File: src/rtl/pipeline_hazard_unit.sv
// pipeline_hazard_unit: load-use stall, redirect flushes, EX forwarding selects and ID write-back bypass for a 5-stage MIPS pipe.
module pipeline_hazard_unit #(
  parameter int REG_ADDR_W = 5,
  parameter int ENABLE_FORWARDING = 1,
  parameter int CNT_W = 16
) (
  input  logic                  clk,
  input  logic                  reset,
  input  logic                  id_valid,
  input  logic [REG_ADDR_W-1:0] id_rs,
  input  logic [REG_ADDR_W-1:0] id_rt,
  input  logic                  id_uses_rs,
  input  logic                  id_uses_rt,
  input  logic                  id_reg_write,
  input  logic                  id_mem_read,
  input  logic [REG_ADDR_W-1:0] id_dest,
  input  logic                  redirect,
  output logic                  stall,
  output logic                  if_id_flush,
  output logic                  id_ex_flush,
  output logic [1:0]            fwd_a_sel,
  output logic [1:0]            fwd_b_sel,
  output logic                  wb_bypass_a,
  output logic                  wb_bypass_b,
  output logic [CNT_W-1:0]      stall_count
);
  localparam bit FWD = ENABLE_FORWARDING != 0;
  logic                  ex_v_q, ex_urs_q, ex_urt_q, ex_rw_q, ex_mr_q;
  logic [REG_ADDR_W-1:0] ex_rs_q, ex_rt_q, ex_dest_q;
  logic                  mem_v_q, mem_rw_q, mem_mr_q;
  logic [REG_ADDR_W-1:0] mem_dest_q;
  logic                  wb_v_q, wb_rw_q;
  logic [REG_ADDR_W-1:0] wb_dest_q;
  logic [CNT_W-1:0]      cnt_q;
  logic                  need_ex, need_mem, need_wb, stall_d;
  // a slot writing $0 or not writing at all never matches
  function automatic logic hit(input logic v, input logic rw, input logic [REG_ADDR_W-1:0] dest,
                               input logic [REG_ADDR_W-1:0] r);
    return v & rw & (dest != '0) & (dest == r);
  endfunction
  always_comb begin
    need_ex  = id_valid & ((id_uses_rs & hit(ex_v_q, ex_rw_q, ex_dest_q, id_rs)) |
                           (id_uses_rt & hit(ex_v_q, ex_rw_q, ex_dest_q, id_rt)));
    need_mem = id_valid & ((id_uses_rs & hit(mem_v_q, mem_rw_q, mem_dest_q, id_rs)) |
                           (id_uses_rt & hit(mem_v_q, mem_rw_q, mem_dest_q, id_rt)));
    need_wb  = id_valid & ((id_uses_rs & hit(wb_v_q, wb_rw_q, wb_dest_q, id_rs)) |
                           (id_uses_rt & hit(wb_v_q, wb_rw_q, wb_dest_q, id_rt)));
    stall_d  = (FWD ? (ex_mr_q & need_ex) : (need_ex | need_mem | need_wb)) & !redirect;
    stall       = stall_d & !reset;
    if_id_flush = redirect & !reset;
    id_ex_flush = redirect & !reset;
    fwd_a_sel   = (!FWD || reset) ? 2'b00 :
                  (ex_urs_q & !mem_mr_q & hit(mem_v_q, mem_rw_q, mem_dest_q, ex_rs_q)) ? 2'b10 :
                  (ex_urs_q & hit(wb_v_q, wb_rw_q, wb_dest_q, ex_rs_q)) ? 2'b01 : 2'b00;
    fwd_b_sel   = (!FWD || reset) ? 2'b00 :
                  (ex_urt_q & !mem_mr_q & hit(mem_v_q, mem_rw_q, mem_dest_q, ex_rt_q)) ? 2'b10 :
                  (ex_urt_q & hit(wb_v_q, wb_rw_q, wb_dest_q, ex_rt_q)) ? 2'b01 : 2'b00;
    wb_bypass_a = FWD & !reset & id_valid & id_uses_rs & hit(wb_v_q, wb_rw_q, wb_dest_q, id_rs);
    wb_bypass_b = FWD & !reset & id_valid & id_uses_rt & hit(wb_v_q, wb_rw_q, wb_dest_q, id_rt);
    stall_count = reset ? '0 : cnt_q;
  end
  always_ff @(posedge clk) begin
    if (reset) begin
      ex_v_q  <= 1'b0;
      mem_v_q <= 1'b0;
      wb_v_q  <= 1'b0;
      cnt_q   <= '0;
    end else begin
      wb_v_q     <= mem_v_q;
      wb_rw_q    <= mem_rw_q;
      wb_dest_q  <= mem_dest_q;
      mem_v_q    <= ex_v_q;
      mem_rw_q   <= ex_rw_q;
      mem_mr_q   <= ex_mr_q;
      mem_dest_q <= ex_dest_q;
      ex_v_q     <= id_valid & !stall_d & !redirect;
      if (stall_d && cnt_q != '1) cnt_q <= cnt_q + 1'b1;
    end
    ex_rs_q   <= id_rs;
    ex_rt_q   <= id_rt;
    ex_urs_q  <= id_uses_rs;
    ex_urt_q  <= id_uses_rt;
    ex_rw_q   <= id_reg_write;
    ex_mr_q   <= id_mem_read;
    ex_dest_q <= id_dest;
  end
endmodule

File: config.mk
export PLATFORM = sky130hd
export DESIGN_NAME = pipeline_hazard_unit
export DESIGN_NICKNAME = d
export VERILOG_FILES = /design/src/rtl/pipeline_hazard_unit.sv
export SDC_FILE = /design/constraint.sdc
export NUM_CORES = 1
export LEC_CHECK = 0
export ABC_CLOCK_PERIOD_IN_PS = 2600
export BUFFER_PORTS_ARGS = -buffer_cell sky130_fd_sc_hd__buf_4
export CORE_UTILIZATION = 45
export CTS_CLUSTER_SIZE = 24
export DETAILED_ROUTE_END_ITERATION = 16
export MAX_ROUTING_LAYER = met4
export PLACE_DENSITY = 0.76
export SYNTH_ARGS = -nofsm -noshare
export SYNTH_HDL_FRONTEND = slang
export SYNTH_SLANG_ARGS = --single-unit
File: constraint.sdc
create_clock -name clk -period 2.6 [get_ports clk]
set_input_delay 0.26 -clock clk [delete_from_list [all_inputs] [get_ports clk]]
set_output_delay 0.26 -clock clk [all_outputs]
set_load 0.05 [all_outputs]
==> impl_metrics.tcl, run 1 <==
set metrics [dict create \
    dieArea_um2 5750 \
    post-cts-setup-buffers 0 \
    fin_tns_setup_ns 0 \
    yosys_warnings 0 \
    critical_path.max_fanout 10 \
    fill_cells 450 \
    cp.depth 6 \
    setup_viol_count_final 0 \
    synth_fp_nets 262 \
    drive_gt1_share_pct 27.0 \
    clock_latency_ns 0.30 \
    cpPeakStageDelay_ns 0.47 \
    min_period_over_period_pct 90.6 \
    antenna_cells 0 \
    r2r_slack_ns 0.47 \
    syn_area_per_cell_um2 10.3 \
    period_needed_ns 2.36 \
    cts_made_buffers 5 \
    leakagePower_uw 0.00116 \
    clock-sinks 51 \
    worstPathArrival_ns 2.10 \
    skew_ns 0.00816 \
    fp.coreArea_um2 5170 \
    io_pins 48 \
    synth_edf_count 13 \
    setup.worst_path.end "stall" \
    dr.pass1.iters 4 \
    synthTopCellsByCount "dfxtp_1 (38), xor2_1 (33), nor2_1 (20), nor2b_1 (16), edfxtp_1 (13)" \
    finalHoldViolCount 0 \
    path_cells "xor2_1 -> nor4_2 -> nand4_1 -> and2_1 -> nor3_1 -> buf_4" \
    crit_path_end_kind "output pin" \
    die_w_um 75.8 \
    required_ns 2.34 \
    multi_input_area_um2 1220 \
    p_per_area_nw_per_um2 550 \
    r2r-end "cnt_q[13]" \
    viasPerCell 5.17 \
    whs_ns 0.0522 \
    ant_nets 0 \
    wl_um 5000 \
    vias 1821 \
    root_buffer "clkbuf_8" \
    first_global_vias 1652 \
    syn_inst 238 \
    critPathLaunch "ex_dest_q[0]" \
    rsz0062_at_grt "no" \
    crit_path_start_kind "register" \
    h-tree-depth 2 \
    dieHeight_um 75.8 \
    grt_max_degree 41 \
    async_flop_share_pct 0 \
    core.rowCount 26 \
    layout.nets 305 \
    cp_top_family "simple AND/OR/NAND/NOR gates" \
    dp_hpwl_um 3720 \
    fmax_mhz 424 \
    slew_headroom_pct 73.6 \
    ctsResizeCount 0 \
    ys_ff_latch 51 \
    worstMarginPinSlew_ns 0.392 \
    cts_hold_buf 0 \
    area_delta_synth_final_pct 21.1 \
    power.total_uw 1630 \
    drt_iter0_drc 84 \
    yosysTopAreaCellShare_pct 31.0 \
    antenna_found_initial 0 \
    yosysMostFrequentCell "dfxtp_1" \
    ys_seq_area_share_pct 46.9 \
    crit_path_top_delay_cell "dfxtp_1" \
    synthTopCellsByArea "dfxtp_1 (31%), edfxtp_1 (16%), xor2_1 (12%), nor2b_1 (4.1%), mux2_4 (3.1%)" \
    floorplan.initialDensity_pct 47.4 \
    port_buffers 47 \
    hold_class "in2reg" \
    track_usage_pct 19.1 \
    critPathKind "reg2out" \
    syn_area_um2 2450 \
    seqCellArea_um2 1150 \
    irDropWorstVdd_mv 0.290 \
    drv_slew 0 \
    maxCapViolCount 0 \
    cts_tree "yes" \
    path_buf_inv 1 \
    gr-total-overflow 0 \
    netlist.top_cell.by_area "dfxtp_1" \
    grt_pass1_wl_um 7790 \
    r2r_cells 6 \
    place.gp.congestion 0.883 \
    synth_flop_cell "dfxtp_1" \
    clk_path_buf_depth 2 \
    clk_pin_slew_ns 0.09 \
    remaining_drc_errors 0 \
    r2r-start "ex_dest_q[0]" \
    status "finished clean" \
    wl_per_cell_um 14.2 \
    yosysUniqueCellTypes 41 \
]
[sequential cells by signal (all words and copies together), names as in the netlist]
register    count
wb_v_q          1
mem_rw_q        1
ex_rs_q         5
ex_dest_q       5
ex_rt_q         5
wb_rw_q         1
cnt_q          16
ex_v_q          1
ex_rw_q         1
ex_mr_q         1
wb_dest_q       5
ex_urt_q        1
mem_mr_q        1
ex_urs_q        1
mem_dest_q      5
mem_v_q         1
[metrics by stage]
stage	cells	util [%]	setup WS [ns]	area, µm²
4_1_cts	352	57.5	0.202	2970
3_3_place_gp	344	54.9	0.536	2840
5_1_grt	352	57.5	0.0804	2970
2_1_floorplan	238	-	0.0412	2460
3_5_place_dp	344	54.9	0.467	2840
6_report	352	57.5	0.244	2970
[layout make-up]
class | count | share of cell area (%)
clock buffers | 6 | 2.44
clock inverters | 2 | 2.02
inverters | 6 | 0.758
multi-input cells | 169 | 41.0
flip-flops and latches | 51 | 38.7
well taps | 70 | 2.95
repair buffers | 48 | 12.1
[how the worst min path moves through the flow]
stage | start | endpoint | slack [ns] | cells past startpoint
finish | id_reg_write | ex_rw_q | 0.05 | 1
global route | id_dest[0] | ex_dest_q[0] | 0.04 | 1
CTS | id_dest[0] | ex_dest_q[0] | 0.05 | 1
detailed placement | id_dest[4] | ex_dest_q[4] | 0.37 | 1
global placement | id_dest[4] | ex_dest_q[4] | 0.37 | 1
floorplan | id_dest[0] | ex_dest_q[0] | 0.29 | 0
[layer usage]
layer,track usage [%],vias up,part of all wire (%)
met2,30.3,52,48
li1,-,916,-
met3,4.50,9,4.9
met4,7.41,0,1.6
met1,23.5,844,45
met5,-,-,0
[layout by cell type (no fill, tap or decap), types with 2 or more instances in the layout]
master and count:
or4_1 7, nor3b_2 2, edfxtp_1 13, a21oi_1 2, bufinv_16 2, inv_1 6
xor2_1 33, mux2_2 2, nand4_1 8, nor4_2 3, nor2_1 20, nand3_1 12
nor3_1 7, mux2_4 5, nor2b_1 16, o21ai_0 6, clkbuf_8 5, dfxtp_1 38
nand2_1 9, nor2_2 2, nor4_1 8, xnor2_1 8, buf_4 48, nor3_2 3
[cells by family after synthesis]
kind of cell | count (synthesis) | share of synthesized area [%]
mux | 9 | 4.84
simple gates | 106 | 25.5
buf+inv | 18 | 3.88
xor+xnor | 41 | 14.6
compound gates | 12 | 3.67
flops | 51 | 46.9
fa+ha+maj | 1 | 0.510
[power breakdown]
group	switching, µW	internal (µW)	total (µW)
clock	249	384	634
combinational	65.7	60.3	126
sequential	30.7	843	874
Power figures use the tool's default switching activity.
==> run 2: changes to the inputs <==
--- a/config.mk
+++ b/config.mk
@@ -5,8 +5,10 @@
 export SDC_FILE = /design/constraint.sdc
 export NUM_CORES = 1
 export LEC_CHECK = 0
+export ABC_AREA = 1
 export ABC_CLOCK_PERIOD_IN_PS = 2600
 export BUFFER_PORTS_ARGS = -buffer_cell sky130_fd_sc_hd__buf_4
+export CORE_MARGIN = 4
 export CORE_UTILIZATION = 45
 export CTS_CLUSTER_SIZE = 24
 export DETAILED_ROUTE_END_ITERATION = 16
==> impl_metrics.tcl, run 2 <==
set metrics [dict create \
    dieHeight_um 85.4 \
    dp_hpwl_um 5110 \
    grt_pass1_wl_um 11100 \
    yosysMostFrequentCell "nand2_1" \
    final_cells 471 \
    clk_path_buf_depth 2 \
    skew_ns 0.00705 \
    fin_tns_setup_ns 0 \
    min_period_over_period_pct 84.3 \
    crit_path_start_kind "register" \
    critical_path.max_fanout 4 \
    wl_um 6630 \
    die_w_um 85.4 \
    place.gp.congestion 0.950 \
    synth_edf_count 13 \
    ys_ff_latch 51 \
    ys_seq_area_share_pct 42.7 \
    wl_per_cell_um 14.1 \
    fmax_mhz 456 \
    clock_latency_ns 0.31 \
    setup_viol_count_final 0 \
    path_buf_inv 2 \
    antenna_cells 0 \
    clock-sinks 51 \
    h-tree-depth 2 \
    root_buffer "clkbuf_8" \
    status "finished clean" \
    port_buffers 47 \
    path_cells "inv_2 -> nand3_1 -> o311ai_1 -> nor2_1 -> nor3_1 -> buf_4" \
    ctsResizeCount 0 \
    dieArea_um2 7300 \
    netlist.top_cell.by_area "dfxtp_1" \
    drv_slew 0 \
    rsz0062_at_grt "no" \
    irDropWorstVdd_mv 0.354 \
    post-cts-setup-buffers 0 \
    required_ns 2.34 \
    grt_max_degree 38 \
    floorplan.initialDensity_pct 47.5 \
    maxCapViolCount 0 \
    crit_path_end_kind "output pin" \
    synthTopCellsByArea "dfxtp_1 (28%), edfxtp_1 (14%), nand2_1 (9.9%), nor2_1 (6.8%), inv_1 (6.5%)" \
    finalHoldViolCount 0 \
    yosysTopAreaCellShare_pct 28.2 \
    io_pins 48 \
    async_flop_share_pct 0 \
    first_global_vias 2292 \
    largest_reg_flops 16 \
    cts_hold_buf 0 \
    crit_path_top_delay_cell "edfxtp_1" \
    viasPerCell 5.06 \
    vias 2385 \
    cts_tree "yes" \
    leakagePower_uw 0.00136 \
    ant_nets 0 \
    remaining_drc_errors 0 \
    worstPathArrival_ns 1.93 \
    cpPeakStageDelay_ns 0.50 \
    layout_commonest_cell "nand2_1" \
    hold_class "in2reg" \
    yosysUniqueCellTypes 36 \
    syn_inst 349 \
    drive_gt1_share_pct 25.3 \
    synthTopCellsByCount "nand2_1 (71), nor2_1 (49), inv_1 (47), dfxtp_1 (38), o22ai_1 (17)" \
    layout_common_cells "nand2_1 (71), nor2_1 (49), buf_4 (49), inv_1 (47), dfxtp_1 (38)" \
    cts_made_buffers 5 \
    antenna_found_initial 0 \
    registers.top_by_ff_count "cnt_q" \
    layout.nets 422 \
    post-place-cells 463 \
    p_per_area_nw_per_um2 490 \
    area_delta_synth_final_pct 19.3 \
    synth_flop_cell "dfxtp_1" \
    core.rowCount 27 \
    cp_top_family "flip-flops" \
    synth_fp_nets 373 \
    slew_headroom_pct 65.1 \
    utilization_pct 56.7 \
    critPathKind "reg2out" \
    track_usage_pct 19.5 \
    syn_area_um2 2700 \
    fp.coreArea_um2 5680 \
    worstMarginPinSlew_ns 0.515 \
    drt_iter0_drc 175 \
    yosys_warnings 0 \
    gr-total-overflow 0 \
    period_needed_ns 2.19 \
    syn_area_per_cell_um2 7.73 \
    clk_pin_slew_ns 0.10 \
    dr.pass1.iters 4 \
]
[run 2: through the flow]
stage	instance area (µm²)	power, µW	hold WS, ns	setup WS (ns)
final	3220	1580	0.0478	0.409
after global routing	3220	1650	0.0341	0.208
after CTS	3220	1590	0.0397	0.413
after detailed placement	3110	1040	0.366	0.762
after global placement	3110	1040	0.365	0.755
after floorplan	2700	972	0.288	0.00445
[run 2: layer usage]
layer / share of wire (%) / vias up / track usage [%]
li1: - / 1231 / -
met1: 48 / 1070 / 26.7
met2: 45 / 80 / 29.3
met3: 6.3 / 4 / 3.01
met4: 0.59 / 0 / 6.04
met5: 0 / - / -
[run 2: area by class of cell]
cell class,instances,area [µm²]
fill,542,2460
multi-input combinational,235,1290
sequential,51,1150
timing repair buffer,49,368
inverter,56,210
tap,72,90.1
clock buffer,5,68.8
clock inverter,3,43.8
[run 2: logic make-up after synthesis]
logic type / synth area share [%]
compound gates: 12.6
xor+xnor: 5.20
fa+ha+maj: 0.464
buf+inv: 9.65
flops: 42.7
simple gates: 29.5
[run 2: worst paths after layout]
kind	startpoint	endpoint	cells after the start	slack (ns)
worst max-delay path	mem_dest_q[4]	fwd_b_sel[0]	6	0.41
worst min-delay path	id_dest[3]	ex_dest_q[3]	1	0.05
worst max register to register	ex_dest_q[3]	cnt_q[3]	10	0.82
worst min register to register	ex_v_q	mem_v_q	2	0.43
[run 2: where the power goes]
group,internal [µW],total (µW),switching [µW]
Clock,287,554,267
Combinational,61.0,150,89.1
Sequential,843,873,30.0
Total,1190,1580,386
==> run 3: changes to the inputs <==
--- a/config.mk
+++ b/config.mk
@@ -5,15 +5,15 @@
 export SDC_FILE = /design/constraint.sdc
 export NUM_CORES = 1
 export LEC_CHECK = 0
-export ABC_AREA = 1
-export ABC_CLOCK_PERIOD_IN_PS = 2600
+export ABC_AREA = 0
+export ABC_CLOCK_PERIOD_IN_PS = 1800
 export BUFFER_PORTS_ARGS = -buffer_cell sky130_fd_sc_hd__buf_4
 export CORE_MARGIN = 4
 export CORE_UTILIZATION = 45
 export CTS_CLUSTER_SIZE = 24
 export DETAILED_ROUTE_END_ITERATION = 16
 export MAX_ROUTING_LAYER = met4
-export PLACE_DENSITY = 0.76
+export PLACE_DENSITY = 0.79
 export SYNTH_ARGS = -nofsm -noshare
 export SYNTH_HDL_FRONTEND = slang
 export SYNTH_SLANG_ARGS = --single-unit
==> constraint.sdc (replaced) <==
create_clock -name clk -period 1.8 [get_ports clk]
set_input_delay 0.18 -clock clk [delete_from_list [all_inputs] [get_ports clk]]
set_output_delay 0.18 -clock clk [all_outputs]
set_load 0.05 [all_outputs]
==> impl_metrics.tcl, run 3 (synthesized netlist as in run 1, its figures left out) <==
set metrics [dict create \
    hold_class "in2reg" \
    track_usage_pct 23.6 \
    cp_top_family "simple AND/OR/NAND/NOR gates" \
    required_ns 1.62 \
    layout_common_cells "buf_4 (85), dfxtp_1 (28), xor2_1 (25), buf_6 (18), nor2b_1 (16)" \
    stdcell_area_um2 3900 \
    first_global_vias 2327 \
    area_delta_synth_final_pct 58.8 \
    crit_path_end_kind "output pin" \
    floorplan.initialDensity_pct 47.1 \
    violations "negative setup slack" \
    io_pins 48 \
    status "finished, violations left" \
    wl_um 7220 \
    cpPeakStageDelay_ns 0.37 \
    p_per_area_nw_per_um2 615 \
    crit_path_start_kind "register" \
    dieArea_um2 6700 \
    cts_made_buffers 5 \
    path_cells "xor2_2 -> nor4_2 -> nand4_1 -> and2_4 -> buf_6 -> nor3_4 -> buf_6" \
    antenna_cells 0 \
    fill_cells 334 \
    maxCapViolCount 0 \
    drive_gt1_share_pct 51.9 \
    die_w_um 81.8 \
    remaining_drc_errors 0 \
    vias 2165 \
    fmax_mhz 458 \
    critical_path.max_fanout 4 \
    core.rowCount 26 \
    clk_path_buf_depth 2 \
    drv_slew 0 \
    layout.nets 372 \
    layout_commonest_cell "buf_4" \
    worst_path_most_repeated_cell "buf_6" \
    ant_nets 0 \
    path_buf_inv 2 \
    post_dp_cell_area_um2 3250 \
    finalHoldViolCount 0 \
    dr.pass1.iters 4 \
    port_buffers 47 \
    min_period_over_period_pct 121 \
    irDropWorstVdd_mv 0.379 \
    whs_ns 0.0220 \
    dieHeight_um 81.8 \
    crit_path_top_delay_cell "dfxtp_4" \
    registers.top_by_ff_count "cnt_q" \
    skew_ns 0.0159 \
    worstPathArrival_ns 2.00 \
    seqCellArea_um2 1170 \
    largest_reg_flops 16 \
    leakagePower_uw 0.00162 \
    worst_slack_ns -0.384 \
    cts_tree "yes" \
    rsz0062_at_grt "yes" \
    antenna_found_initial 0 \
    h-tree-depth 2 \
    viasPerCell 5.17 \
    worstMarginPinSlew_ns 0.739 \
    critPathKind "reg2out" \
    place.gp.congestion 0.832 \
    root_buffer "clkbuf_8" \
    fin_tns_setup_ns -5.69 \
    fp.coreArea_um2 5200 \
    dp_hpwl_um 4420 \
    period_needed_ns 2.18 \
    grt_max_degree 26 \
    setup_viol_count_final 24 \
    multi_input_area_um2 1530 \
    grt_pass1_wl_um 11500 \
    wl_per_cell_um 17.2 \
    clk_pin_slew_ns 0.09 \
    gr-total-overflow 0 \
    slew_headroom_pct 50.2 \
    drt_iter0_drc 123 \
    clock-sinks 51 \
    clock_latency_ns 0.31 \
]
-- run 3: cell types whose count changed in the layout (fill, tap and decap cells not counted), sizes merged, moves of 8 or more --
cell / delta
a21oi: -16
buf: +56
dlygate4sd3: +9
inv: -50
mux2: +8
nand2: -74
nor2: -34
nor2b: +16
nor4: +9
o22ai: -17
or4: +8
xor2: +19
-- run 3: final timing paths --
path / from / slack [ns] / cells after the start / to
max: ex_dest_q[4] / -0.38 / 7 / stall
min: id_rt[1] / 0.02 / 1 / ex_rt_q[1]
max reg2reg: ex_dest_q[4] / -0.33 / 7 / cnt_q[3]
min reg2reg: ex_rw_q / 0.46 / 0 / mem_rw_q
-- run 3: where the power goes --
group / switching, µW / internal [µW] / total [µW]
Combinational: 152 / 161 / 313
Clock: 377 / 450 / 827
Sequential: 39.9 / 1220 / 1260
-- run 3: routing by layer --
layer / GRT usage [%] / share of wire [%] / up-vias / routed length, µm
met2: 39.2 / 52 / 93 / 3780
met4: 9.80 / 3.1 / 0 / 224
met5: - / 0 / - / 0
met3: 4.61 / 4.9 / 22 / 355
li1: - / - / 1042 / -
met1: 28.0 / 40 / 1008 / 2870
-- run 3: cell type report --
class                      count  area share [%]
tap                           70            2.25
sequential                    51            30.1
inverter                       6           0.578
timing repair buffer         114            24.7
clock buffer                   6            2.12
multi-input combinational    170            39.4
clock inverter                 2           0.899
-- run 3: repair_timing --
item	4_1_cts	5_1_grt
endpoints found under the setup margin	22	24
hold buffers	7	2
resized for setup	51	25
endpoints found under the hold margin	7	2
pin swaps	38	25
cloned	1	0
setup buffers	16	1
-- run 3: through the flow --
step / total power [µW] / worst slack [ns] / std cells / utilization [%]
finish: 2400 / -0.384 / 419 / 74.9
global route: 2480 / -0.467 / 419 / 74.9
CTS: 2380 / -0.312 / 417 / 72.6
detailed placement: 1510 / -0.277 / 387 / 62.4
global placement: 1510 / -0.198 / 387 / 62.4
floorplan: 1400 / -0.136 / 238 / -
